<file path="src/rtl/led_pkg.sv">
// Shared constants and per-channel fade state encoding for the LED PWM fader.
package led_pkg;

  localparam int         NUM_CH  = 20;
  localparam logic [7:0] PWM_MAX = 8'd255;

  typedef enum logic [1:0] {
    ST_OFF  = 2'd0,
    ST_RISE = 2'd1,
    ST_FULL = 2'd2,
    ST_FALL = 2'd3
  } fade_state_e;

endpackage

</file>
<file path="src/rtl/led_fade_ch.sv">
// One fader channel: ramp state, brightness level, PWM compare and output flop.
module led_fade_ch
  import led_pkg::*;
#(
  parameter int FADE_UP = 8,
  parameter int FADE_DN = 8,
  parameter bit OUT_INV = 1'b0
) (
  input  logic       clk,
  input  logic       rst_n,
  input  logic       fade_en_i,
  input  logic       tick_i,
  input  logic       tgt_i,
  input  logic [7:0] cnt_i,
  output logic       out_o
);

  localparam logic [8:0] UP9 = 9'(FADE_UP);
  localparam logic [8:0] DN9 = 9'(FADE_DN);

  fade_state_e state_q, state_d;
  logic [7:0]  lvl_q, lvl_d;
  logic        out_q, out_d;

  function automatic logic [7:0] sat_up(input logic [7:0] l);
    logic [8:0] s;
    s = {1'b0, l} + UP9;
    return s[8] ? PWM_MAX : s[7:0];
  endfunction

  // A borrow out of the 9-bit difference means the ramp went below zero.
  function automatic logic [7:0] sat_dn(input logic [7:0] l);
    logic [8:0] d;
    d = {1'b0, l} - DN9;
    return d[8] ? 8'd0 : d[7:0];
  endfunction

  always_comb begin
    state_d = state_q;
    lvl_d   = lvl_q;
    if (!fade_en_i) begin
      lvl_d   = tgt_i ? PWM_MAX : 8'd0;
      state_d = tgt_i ? ST_FULL : ST_OFF;
    end else begin
      if (tick_i) lvl_d = tgt_i ? sat_up(lvl_q) : sat_dn(lvl_q);
      unique case (state_q)
        ST_OFF:  if (tgt_i) state_d = (lvl_d == PWM_MAX) ? ST_FULL : ST_RISE;
        ST_RISE: begin
          if (!tgt_i)                  state_d = (lvl_d == 8'd0) ? ST_OFF : ST_FALL;
          else if (lvl_d == PWM_MAX)   state_d = ST_FULL;
        end
        ST_FULL: if (!tgt_i) state_d = (lvl_d == 8'd0) ? ST_OFF : ST_FALL;
        ST_FALL: begin
          if (tgt_i)                   state_d = (lvl_d == PWM_MAX) ? ST_FULL : ST_RISE;
          else if (lvl_d == 8'd0)      state_d = ST_OFF;
        end
      endcase
    end
  end

  // cnt never reaches 255, so a full level keeps the LED on for the whole period.
  assign out_d = (cnt_i < lvl_q) ^ OUT_INV;

  always_ff @(posedge clk) begin
    if (!rst_n) begin
      state_q <= ST_OFF;
      lvl_q   <= 8'd0;
      out_q   <= OUT_INV;
    end else begin
      state_q <= state_d;
      lvl_q   <= lvl_d;
      out_q   <= out_d;
    end
  end

  assign out_o = out_q;

endmodule

</file>
<file path="src/rtl/led_pwm_fader.sv">
// PWM brightness fader between water_led and the board LEDs: input register,
// shared PWM counter and fade timebase, and 20 fader channels.
module led_pwm_fader
  import led_pkg::*;
#(
  parameter int FADE_DIV = 50000,
  parameter int FADE_UP  = 8,
  parameter int FADE_DN  = 8,
  parameter bit OUT_INV  = 1'b0
) (
  input  logic       clk,
  input  logic       rst_n,
  input  logic       fade_en,
  input  logic [7:0] led_in,
  input  logic [2:0] ld1_in,
  input  logic [2:0] ld2_in,
  input  logic [2:0] ld3_in,
  input  logic [2:0] ld4_in,
  output logic [7:0] led,
  output logic [2:0] ld1,
  output logic [2:0] ld2,
  output logic [2:0] ld3,
  output logic [2:0] ld4
);

  localparam logic [20:0] TB_LAST = 21'(FADE_DIV - 1);

  logic [NUM_CH-1:0] tgt_q, tgt_d;
  logic              fade_en_q;
  logic [7:0]        cnt_q, cnt_d;
  logic [20:0]       tb_q, tb_d;
  logic              tick;
  logic [NUM_CH-1:0] out_w;

  assign tgt_d = {ld4_in, ld3_in, ld2_in, ld1_in, led_in};
  assign tick  = (tb_q == TB_LAST);
  assign tb_d  = tick ? 21'd0 : tb_q + 21'd1;
  assign cnt_d = (cnt_q == PWM_MAX - 8'd1) ? 8'd0 : cnt_q + 8'd1;

  always_ff @(posedge clk) begin
    if (!rst_n) begin
      tgt_q     <= '0;
      fade_en_q <= 1'b0;
      cnt_q     <= 8'd0;
      tb_q      <= 21'd0;
    end else begin
      tgt_q     <= tgt_d;
      fade_en_q <= fade_en;
      cnt_q     <= cnt_d;
      tb_q      <= tb_d;
    end
  end

  for (genvar g = 0; g < NUM_CH; g++) begin : g_ch
    led_fade_ch #(
      .FADE_UP (FADE_UP),
      .FADE_DN (FADE_DN),
      .OUT_INV (OUT_INV)
    ) u_ch (
      .clk       (clk),
      .rst_n     (rst_n),
      .fade_en_i (fade_en_q),
      .tick_i    (tick),
      .tgt_i     (tgt_q[g]),
      .cnt_i     (cnt_q),
      .out_o     (out_w[g])
    );
  end

  assign led = out_w[7:0];
  assign ld1 = out_w[10:8];
  assign ld2 = out_w[13:11];
  assign ld3 = out_w[16:14];
  assign ld4 = out_w[19:17];

endmodule
</file>
<file path="config.mk">
export PLATFORM = sky130hd
export DESIGN_NAME = led_pwm_fader
export DESIGN_NICKNAME = d
export VERILOG_FILES = /design/src/rtl/led_pkg.sv /design/src/rtl/led_fade_ch.sv /design/src/rtl/led_pwm_fader.sv
export SDC_FILE = /design/constraint.sdc
export NUM_CORES = 1
export LEC_CHECK = 0
export CELL_PAD_IN_SITES_DETAIL_PLACEMENT = 1
export CELL_PAD_IN_SITES_GLOBAL_PLACEMENT = 1
export CORE_UTILIZATION = 48
export DETAILED_ROUTE_END_ITERATION = 12
export GPL_TIMING_DRIVEN = 1
export HOLD_SLACK_MARGIN = 0.15
export PLACE_DENSITY = 0.88
export SYNTH_ARGS = -nofsm -noshare
export SYNTH_HDL_FRONTEND = slang
export SYNTH_HIERARCHICAL = 1
export SYNTH_SLANG_ARGS = --single-unit
</file>
<file path="constraint.sdc">
create_clock -name clk -period 3.8 [get_ports clk]
set_clock_uncertainty 0.2 [all_clocks]
set_input_delay 0.76 -clock clk [delete_from_list [all_inputs] [get_ports clk]]
set_output_delay 0.76 -clock clk [all_outputs]
set_load 0.02 [all_outputs]
</file>
==> qor.yml, run 1 <==
clocking:
  h-tree-depth: 4
  ctsResizeCount: 0
  clk_pin_slew_worst_paths_ps: 80
  tritoncts: "yes"
  cts_setup_buffers: 0
  clock_buffer_depth: 2
  post_cts_hold_buffer_count: 0
  insertion_delay_of_the_later_clocked_pin_in_the_worst_skew_pair_ps: 460
  root_cell_of_the_clock_tree: "sky130_fd_sc_hd__clkbuf_16"
  cts_bufs_inserted: 17
  clock_sinks: 190
finish:
  ff_latch_area_um2: 3810
  final_core_density_pct: 52.4
  multi_input_area_um2: 10500
  antenna-diode-count: 0
  fin_area_um2: 16600
  design.final.nets: 2201
  final_layout_size_suffix_gt1_share_pct: 6.03
  area_growth_syn_to_layout_pct: 6.95
  fillerInstances: 3922
synthesis:
  ys_top_cells_by_area: "sky130_fd_sc_hd__dfxtp_1 (24%), sky130_fd_sc_hd__ha_1 (15%), sky130_fd_sc_hd__o21ai_0 (7.6%)"
  synth.most_common_cell: "sky130_fd_sc_hd__o21ai_0"
  synth_ff_type: "sky130_fd_sc_hd__dfxtp_1"
  synth-edff-count: 0
  synthesis.yosys.warnings: 6
  ys_seq_elements: 190
  synth.distinct_cells: 48
  synth_largest_type_area_fraction_pct: 24.5
  synth_sequential_area_ratio_pct: 24.5
  post_synth_most_frequent_cells: "sky130_fd_sc_hd__o21ai_0 (237), sky130_fd_sc_hd__dfxtp_1 (190), sky130_fd_sc_hd__ha_1 (183)"
  synth.avg_cell_area_um2: 7.64
  synthesis.area_um2: 15500
  synthCells: 2035
  share_of_flip_flops_with_an_asynchronous_set_or_reset_pct: 0
  postSynthNetCount: 2241
  synth_area_leader: "sky130_fd_sc_hd__dfxtp_1"
timing:
  post-route-min-period_ps: 3230
  layout_worst_path_cycle_share_pct: 85.0
  final_setup_vio_count: 0
  finalSetupTns_ps: 0
  timing_max_transition_violations_final: 0
  max_slew.worst_pin.slew_ps: 963
  rsz0062_at_grt: "no"
  fin_ws_ps: 569
  worst_slew_margin_rel_pct: 35.7
  final_hold_viol_count: 0
  max_clock_freq_mhz: 309
place:
  globalplace.congestion: 0.850
  dpl-instance-area_um2: 16100
  pre_cts_worst_setup_slack_ps: 614
  hpwl_um: 30800
  count_of_input_and_output_buffers: 42
setup_path:
  crit_required_ps: 3930
  critPathLaunchType: "register"
  worst-path-max-fanout: 21
  timing.setup.critical_path_class: "reg2reg"
  crit_path_end_kind: "register"
  worst-endpoint-arrival_ps: 3370
power_and_ir_drop:
  p_comb_share_pct: 21.7
  p_sw_uw: 1790
  power_report.internal_total_uw: 3580
  power_per_standard_cell_area_nw_per_um2: 323
  total_power_after_layout_uw: 5370
  seq_power_share_pct: 44.2
  p_leak_uw: 0.00622
  power.share.clock_pct: 34.1
  power_switching_share_pct: 33.3
  peakVddDrop_mv: 0.329
min_path:
  holdCritPathClass: "reg2reg"
global_route:
  vias_in_the_first_global_route: 15639
  grt_pass1_wl_um: 77200
  antenna_violations_before_repair: 0
  global_route_congestion_overflow_total: 0
  grtUsageTotal_pct: 28.1
  grt_start_max_net_pins: 111
detailed_routing:
  drt_first_pass_iters: 5
  routedWlPerCell_um: 19.1
  detail_route.iter0.violations: 937
  routed_wirelength_um: 45900
  drc_errors: 0
  antenna_violating_nets_post_route: 0
  vias_per_cell: 6.24
  routed-via-count: 15047
floorplan:
  core.rowCount: 65
  core_area_um2: 31700
  pin_count: 43
  floorplan.initialDensity_pct: 49.0
  die_area_um2: 33100
  fp.dieH_um: 182
  die_w_um: 182
flow_run:
  maxCapViolCount: 0
outcome:
  status: "completed"
==> layout by cell type (no fill, tap or decap), types with 6 or more instances in the layout <==
cell type	n
sky130_fd_sc_hd__a2111oi_0	20
sky130_fd_sc_hd__a21boi_0	19
sky130_fd_sc_hd__a21oi_1	145
sky130_fd_sc_hd__a31oi_1	78
sky130_fd_sc_hd__and2_1	21
sky130_fd_sc_hd__buf_4	16
sky130_fd_sc_hd__clkbuf_16	17
sky130_fd_sc_hd__clkdlybuf4s50_1	41
sky130_fd_sc_hd__dfxtp_1	187
sky130_fd_sc_hd__ha_1	183
sky130_fd_sc_hd__inv_1	166
sky130_fd_sc_hd__mux2i_1	22
sky130_fd_sc_hd__nand2_1	85
sky130_fd_sc_hd__nand2b_1	79
sky130_fd_sc_hd__nand3_1	93
sky130_fd_sc_hd__nand3b_1	20
sky130_fd_sc_hd__nand4_1	44
sky130_fd_sc_hd__nor2_1	147
sky130_fd_sc_hd__nor2b_1	38
sky130_fd_sc_hd__nor3_1	62
sky130_fd_sc_hd__nor3b_1	22
sky130_fd_sc_hd__nor4_1	24
sky130_fd_sc_hd__nor4b_2	19
sky130_fd_sc_hd__o211ai_1	19
sky130_fd_sc_hd__o21a_1	19
sky130_fd_sc_hd__o21ai_0	237
sky130_fd_sc_hd__o21ai_1	20
sky130_fd_sc_hd__o221a_2	19
sky130_fd_sc_hd__o31ai_1	20
sky130_fd_sc_hd__or4_4	20
sky130_fd_sc_hd__xnor2_1	55
sky130_fd_sc_hd__xor2_1	6
==> cell type report <==
type | count | area share [%]
sequential | 190 | 22.9
clock inverter | 12 | 0.670
multi-input combinational | 1557 | 63.0
tap | 402 | 3.03
inverter | 166 | 3.75
timing repair buffer | 63 | 3.86
clock buffer | 20 | 2.75
==> metrics by stage <==
| stage | hold WS (ps) | instances |
|---|---|---|
| finish | 278 | 2410 |
| global route | 292 | 2410 |
| CTS | 282 | 2410 |
| detailed placement | 264 | 2378 |
| global placement | 242 | 2378 |
| floorplan | 230 | 2035 |
==> state kept, by name (all words and copies together) (netlist names) <==
register	flops
g_ch.u_ch/out_o	20
cnt_q	8
tgt_q	20
g_ch.u_ch/lvl_q	120
fade_en_q	1
tb_q	21
==> routing by layer <==
layer  global-route usage, %  wire (um)  vias up
li1                        -          -     7238
met1                    35.0      21100     7499
met2                    49.6      22700      241
met3                    3.83       1300       69
met4                    9.18        876        0
met5                       0          0        -
==> worst paths after layout <==
check	to	slack (ps)	cells after the start	startpoint
worst max register to register	g_ch[18].u_ch/lvl_q[6]	570	10	tb_q[0]
worst max-delay path	g_ch[18].u_ch/lvl_q[6]	570	10	tb_q[0]
worst min-delay path	tb_q[0]	280	1	tb_q[0]
worst min register to register	tb_q[0]	280	1	tb_q[0]
==> cells by family after synthesis <==
| logic type | after synthesis | share of synthesized area (%) |
|---|---|---|
| buf+inv | 288 | 8.16 |
| fa+ha+maj | 183 | 14.7 |
| xor+xnor | 61 | 3.44 |
| mux | 22 | 1.42 |
| flops | 190 | 24.5 |
| compound gates | 605 | 22.9 |
| simple gates | 686 | 24.8 |
==> worst max-delay path: stages, from the launching register on <==
cell	delay, ps
sky130_fd_sc_hd__dfxtp_1	390
sky130_fd_sc_hd__ha_1	210
sky130_fd_sc_hd__nand3_1	300
sky130_fd_sc_hd__or4_1	590
sky130_fd_sc_hd__nor3_2	290
sky130_fd_sc_hd__buf_4	230
sky130_fd_sc_hd__buf_4	260
sky130_fd_sc_hd__nand4_1	160
sky130_fd_sc_hd__mux2i_1	170
sky130_fd_sc_hd__o211ai_1	190
sky130_fd_sc_hd__o21ai_1	110
==> power by group through the flow <==
| stage | Clock (uW) | Sequential, uW | Combinational [uW] |
|---|---|---|---|
| 2_1_floorplan | 0 | 2310 | 863 |
| 3_5_place_dp | 0 | 2410 | 1140 |
| 6_report | 1830 | 2370 | 1170 |
| 5_1_grt | 1950 | 2400 | 1310 |
| 4_1_cts | 1880 | 2370 | 1160 |
| 3_3_place_gp | 0 | 2400 | 1070 |
Power figures use the tool's default switching activity.
==> run 2, diff against run 1 <==
--- a/config.mk
+++ b/config.mk
@@ -5,13 +5,16 @@
 export SDC_FILE = /design/constraint.sdc
 export NUM_CORES = 1
 export LEC_CHECK = 0
+export ABC_CLOCK_PERIOD_IN_PS = 3800
 export CELL_PAD_IN_SITES_DETAIL_PLACEMENT = 1
 export CELL_PAD_IN_SITES_GLOBAL_PLACEMENT = 1
+export CORE_MARGIN = 2
 export CORE_UTILIZATION = 48
 export DETAILED_ROUTE_END_ITERATION = 12
 export GPL_TIMING_DRIVEN = 1
 export HOLD_SLACK_MARGIN = 0.15
 export PLACE_DENSITY = 0.88
+export SLEW_MARGIN = 10
 export SYNTH_ARGS = -nofsm -noshare
 export SYNTH_HDL_FRONTEND = slang
 export SYNTH_HIERARCHICAL = 1
==> qor.yml, run 2 (synthesized netlist as in run 1, its figures left out) <==
outcome:
  status: "completed"
finish:
  registers.top_by_ff_count: "g_ch.u_ch/lvl_q"
  ff_latch_area_um2: 3810  # about the same
  mostFrequentLayoutCell: "sky130_fd_sc_hd__o21ai_0"
  multi_input_area_um2: 10500  # unchanged
  final_core_density_pct: 52.5  # +0.12 points
  area_growth_syn_to_layout_pct: 7.20
  antenna-diode-count: 0  # unchanged
  final-instance-count-excl-fill: 2412  # +0.083%
  layout.cells.most_common_list: "sky130_fd_sc_hd__o21ai_0 (237), sky130_fd_sc_hd__dfxtp_1 (189), sky130_fd_sc_hd__ha_1 (183), sky130_fd_sc_hd__inv_1 (166), sky130_fd_sc_hd__nor2_1 (147)"
  fin_area_um2: 16700  # +0.23%
  largest_reg_flops: 120  # unchanged
  fillerInstances: 3999  # +2.0%
  design.final.nets: 2204  # +0.14%
  final_layout_size_suffix_gt1_share_pct: 6.02  # about the same
  layout_top_registers: "g_ch.u_ch/lvl_q x120, tb_q x21"
floorplan:
  core.rowCount: 65  # unchanged
  floorplan.initialDensity_pct: 49.0  # unchanged
  core_area_um2: 31700  # unchanged
  die_w_um: 184  # +1.1%
  die_area_um2: 33800  # +2.2%
  pin_count: 43  # unchanged
  fp.dieH_um: 184  # +1.1%
detailed_routing:
  wl_met3_um: 1470  # +13%
  routed-via-count: 14997  # -0.33%
  routedWlPerCell_um: 18.8  # -1.3%
  m1WireLength_um: 20500  # -2.7%
  drc_errors: 0  # unchanged
  drt_first_pass_iters: 5  # unchanged
  detail_route.iter0.violations: 833  # -11%
  met2WireLength_um: 22500  # -0.81%
  routed.top_layer: "met4"
  routed_wirelength_um: 45400  # -1.2%
  antenna_violating_nets_post_route: 0  # unchanged
  vias_per_cell: 6.22  # -0.41%
setup_path:
  worst-path-max-fanout: 52  # +150%
  r2r-end: "g_ch[16].u_ch/lvl_q[6]"
  r2r-start: "tb_q[0]"
  crit_required_ps: 3950  # +20 ps
  worst-endpoint-arrival_ps: 3540  # +170 ps
  timing.reg2reg.worst_path_depth: 10  # unchanged
  crit_path_end_kind: "register"
  critPathLaunchType: "register"
  timing.setup.critical_path_class: "reg2reg"
  r2r_slack_ps: 410  # -160 ps
place:
  count_of_input_and_output_buffers: 42  # unchanged
  globalplace.congestion: 0.840  # -1.2%
  place.detailed.instances: 2381  # +0.13%
  dpl-instance-area_um2: 16100  # about the same
  hpwl_um: 30300  # -1.4%
clocking:
  cts_setup_buffers: 0  # unchanged
  insertion_delay_of_the_later_clocked_pin_in_the_worst_skew_pair_ps: 460  # about the same
  post_cts_hold_buffer_count: 0  # unchanged
  root_cell_of_the_clock_tree: "sky130_fd_sc_hd__clkbuf_16"
  h-tree-depth: 4  # unchanged
  clk_pin_slew_worst_paths_ps: 80  # about the same
  cts_bufs_inserted: 17  # unchanged
  ctsResizeCount: 0  # unchanged
  clock_buffer_depth: 2  # unchanged
  clock_sinks: 190  # unchanged
  tritoncts: "yes"
global_route:
  antenna_violations_before_repair: 0  # unchanged
  grt_pass1_wl_um: 75800  # -1.8%
  vias_in_the_first_global_route: 15404  # -1.5%
  grt_start_max_net_pins: 152  # +37%
  global_route_congestion_overflow_total: 0  # unchanged
  grtUsageTotal_pct: 27.1  # -0.99 points
timing:
  finalSetupTns_ps: 0  # unchanged
  final_setup_vio_count: 0  # unchanged
  final_hold_viol_count: 0  # unchanged
  max_clock_freq_mhz: 295  # -4.6%
  timing_max_transition_violations_final: 0  # unchanged
  rsz0062_at_grt: "no"
  worst_slew_margin_rel_pct: 27.8  # -8.0 points
  layout_worst_path_cycle_share_pct: 89.2  # +4.1 points
  max_slew.worst_pin.slew_ps: 1080  # +119 ps
  post-route-min-period_ps: 3390  # +157 ps
min_path:
  holdCritPathClass: "reg2reg"
  hold_start: "g_ch[19].u_ch/lvl_q[1]"
  hold-path-endpoint: "g_ch[19].u_ch/lvl_q[1]"
  hold_path_depth: 2  # +1
power_and_ir_drop:
  p_comb_share_pct: 21.5  # -0.2 points
  power_report.internal_total_uw: 3690  # +3.1%
  p_sw_uw: 1780  # -0.59%
  power.share.clock_pct: 35.4  # +1.3 points
  power_switching_share_pct: 32.5  # -0.81 points
  seq_power_share_pct: 43.1  # -1.1 points
  power_per_standard_cell_area_nw_per_um2: 329  # +1.7%
  p_leak_uw: 0.00625  # +0.47%
  peakVddDrop_mv: 0.347  # +5.4%
flow_run:
  maxCapViolCount: 0  # unchanged
[run 2: changes by cell type in the layout (fill, tap and decap cells not counted)]
cell	change
sky130_fd_sc_hd__inv_6	+1
sky130_fd_sc_hd__dfxtp_1	+2
sky130_fd_sc_hd__buf_4	+5
sky130_fd_sc_hd__bufinv_16	+2
sky130_fd_sc_hd__clkinv_2	-1
sky130_fd_sc_hd__dfxtp_2	-2
sky130_fd_sc_hd__buf_12	-1
sky130_fd_sc_hd__clkinvlp_4	-2
sky130_fd_sc_hd__buf_6	-1
sky130_fd_sc_hd__clkbuf_8	-1
[run 2: critical path, cell delays in order, from the launching register on]
cell and delay (ps):
sky130_fd_sc_hd__dfxtp_1 430, sky130_fd_sc_hd__ha_1 250, sky130_fd_sc_hd__nand3_1 290, sky130_fd_sc_hd__or4_1 590, sky130_fd_sc_hd__nor3_2 240, sky130_fd_sc_hd__buf_12 300, sky130_fd_sc_hd__buf_4 350, sky130_fd_sc_hd__nand4_1 170
sky130_fd_sc_hd__mux2i_1 150, sky130_fd_sc_hd__o211ai_1 190, sky130_fd_sc_hd__o21ai_1 90
[run 2: cell type report]
cell class / count / share of cell area, %
well taps: 402 / 3.02
flip-flops and latches: 190 / 22.9
clock inverters: 12 / 0.961
repair buffers: 66 / 3.89
clock buffers: 19 / 2.66
inverters: 166 / 3.74
multi-input cells: 1557 / 62.9
[run 2: metal layers]
layer,GRT usage [%],vias up
met1,33.4,7430
li1,-,7245
met5,0,-
met2,48.7,253
met4,7.68,0
met3,4.02,69
[run 2: stage by stage]
step | setup WS, ps | total power (uW) | hold WS [ps]
2_1_floorplan | 336 | 3180 | 230
3_3_place_gp | 772 | 3470 | 242
3_5_place_dp | 535 | 3550 | 260
4_1_cts | 431 | 5520 | 308
5_1_grt | 203 | 5770 | 330
6_report | 412 | 5470 | 308
[run 2: power by group through the flow]
stage / Sequential [uW] / Clock, uW / Combinational, uW
floorplan: 2310 / 0 / 863
finish: 2360 / 1940 / 1180
global placement: 2390 / 0 / 1080
detailed placement: 2400 / 0 / 1150
global route: 2380 / 2060 / 1320
CTS: 2350 / 1990 / 1180
[run 2: worst max-delay path by stage]
stage | depth (start not counted) | to | from | slack [ps]
3_5_place_dp | 10 | g_ch[16].u_ch/lvl_q[6] | tb_q[0] | 530
2_1_floorplan | 9 | g_ch[0].u_ch/lvl_q[6] | tb_q[0] | 340
6_report | 10 | g_ch[16].u_ch/lvl_q[6] | tb_q[0] | 410
3_3_place_gp | 10 | g_ch[2].u_ch/lvl_q[6] | tb_q[0] | 770
5_1_grt | 10 | g_ch[2].u_ch/lvl_q[6] | tb_q[0] | 200
4_1_cts | 10 | g_ch[16].u_ch/lvl_q[6] | tb_q[0] | 430
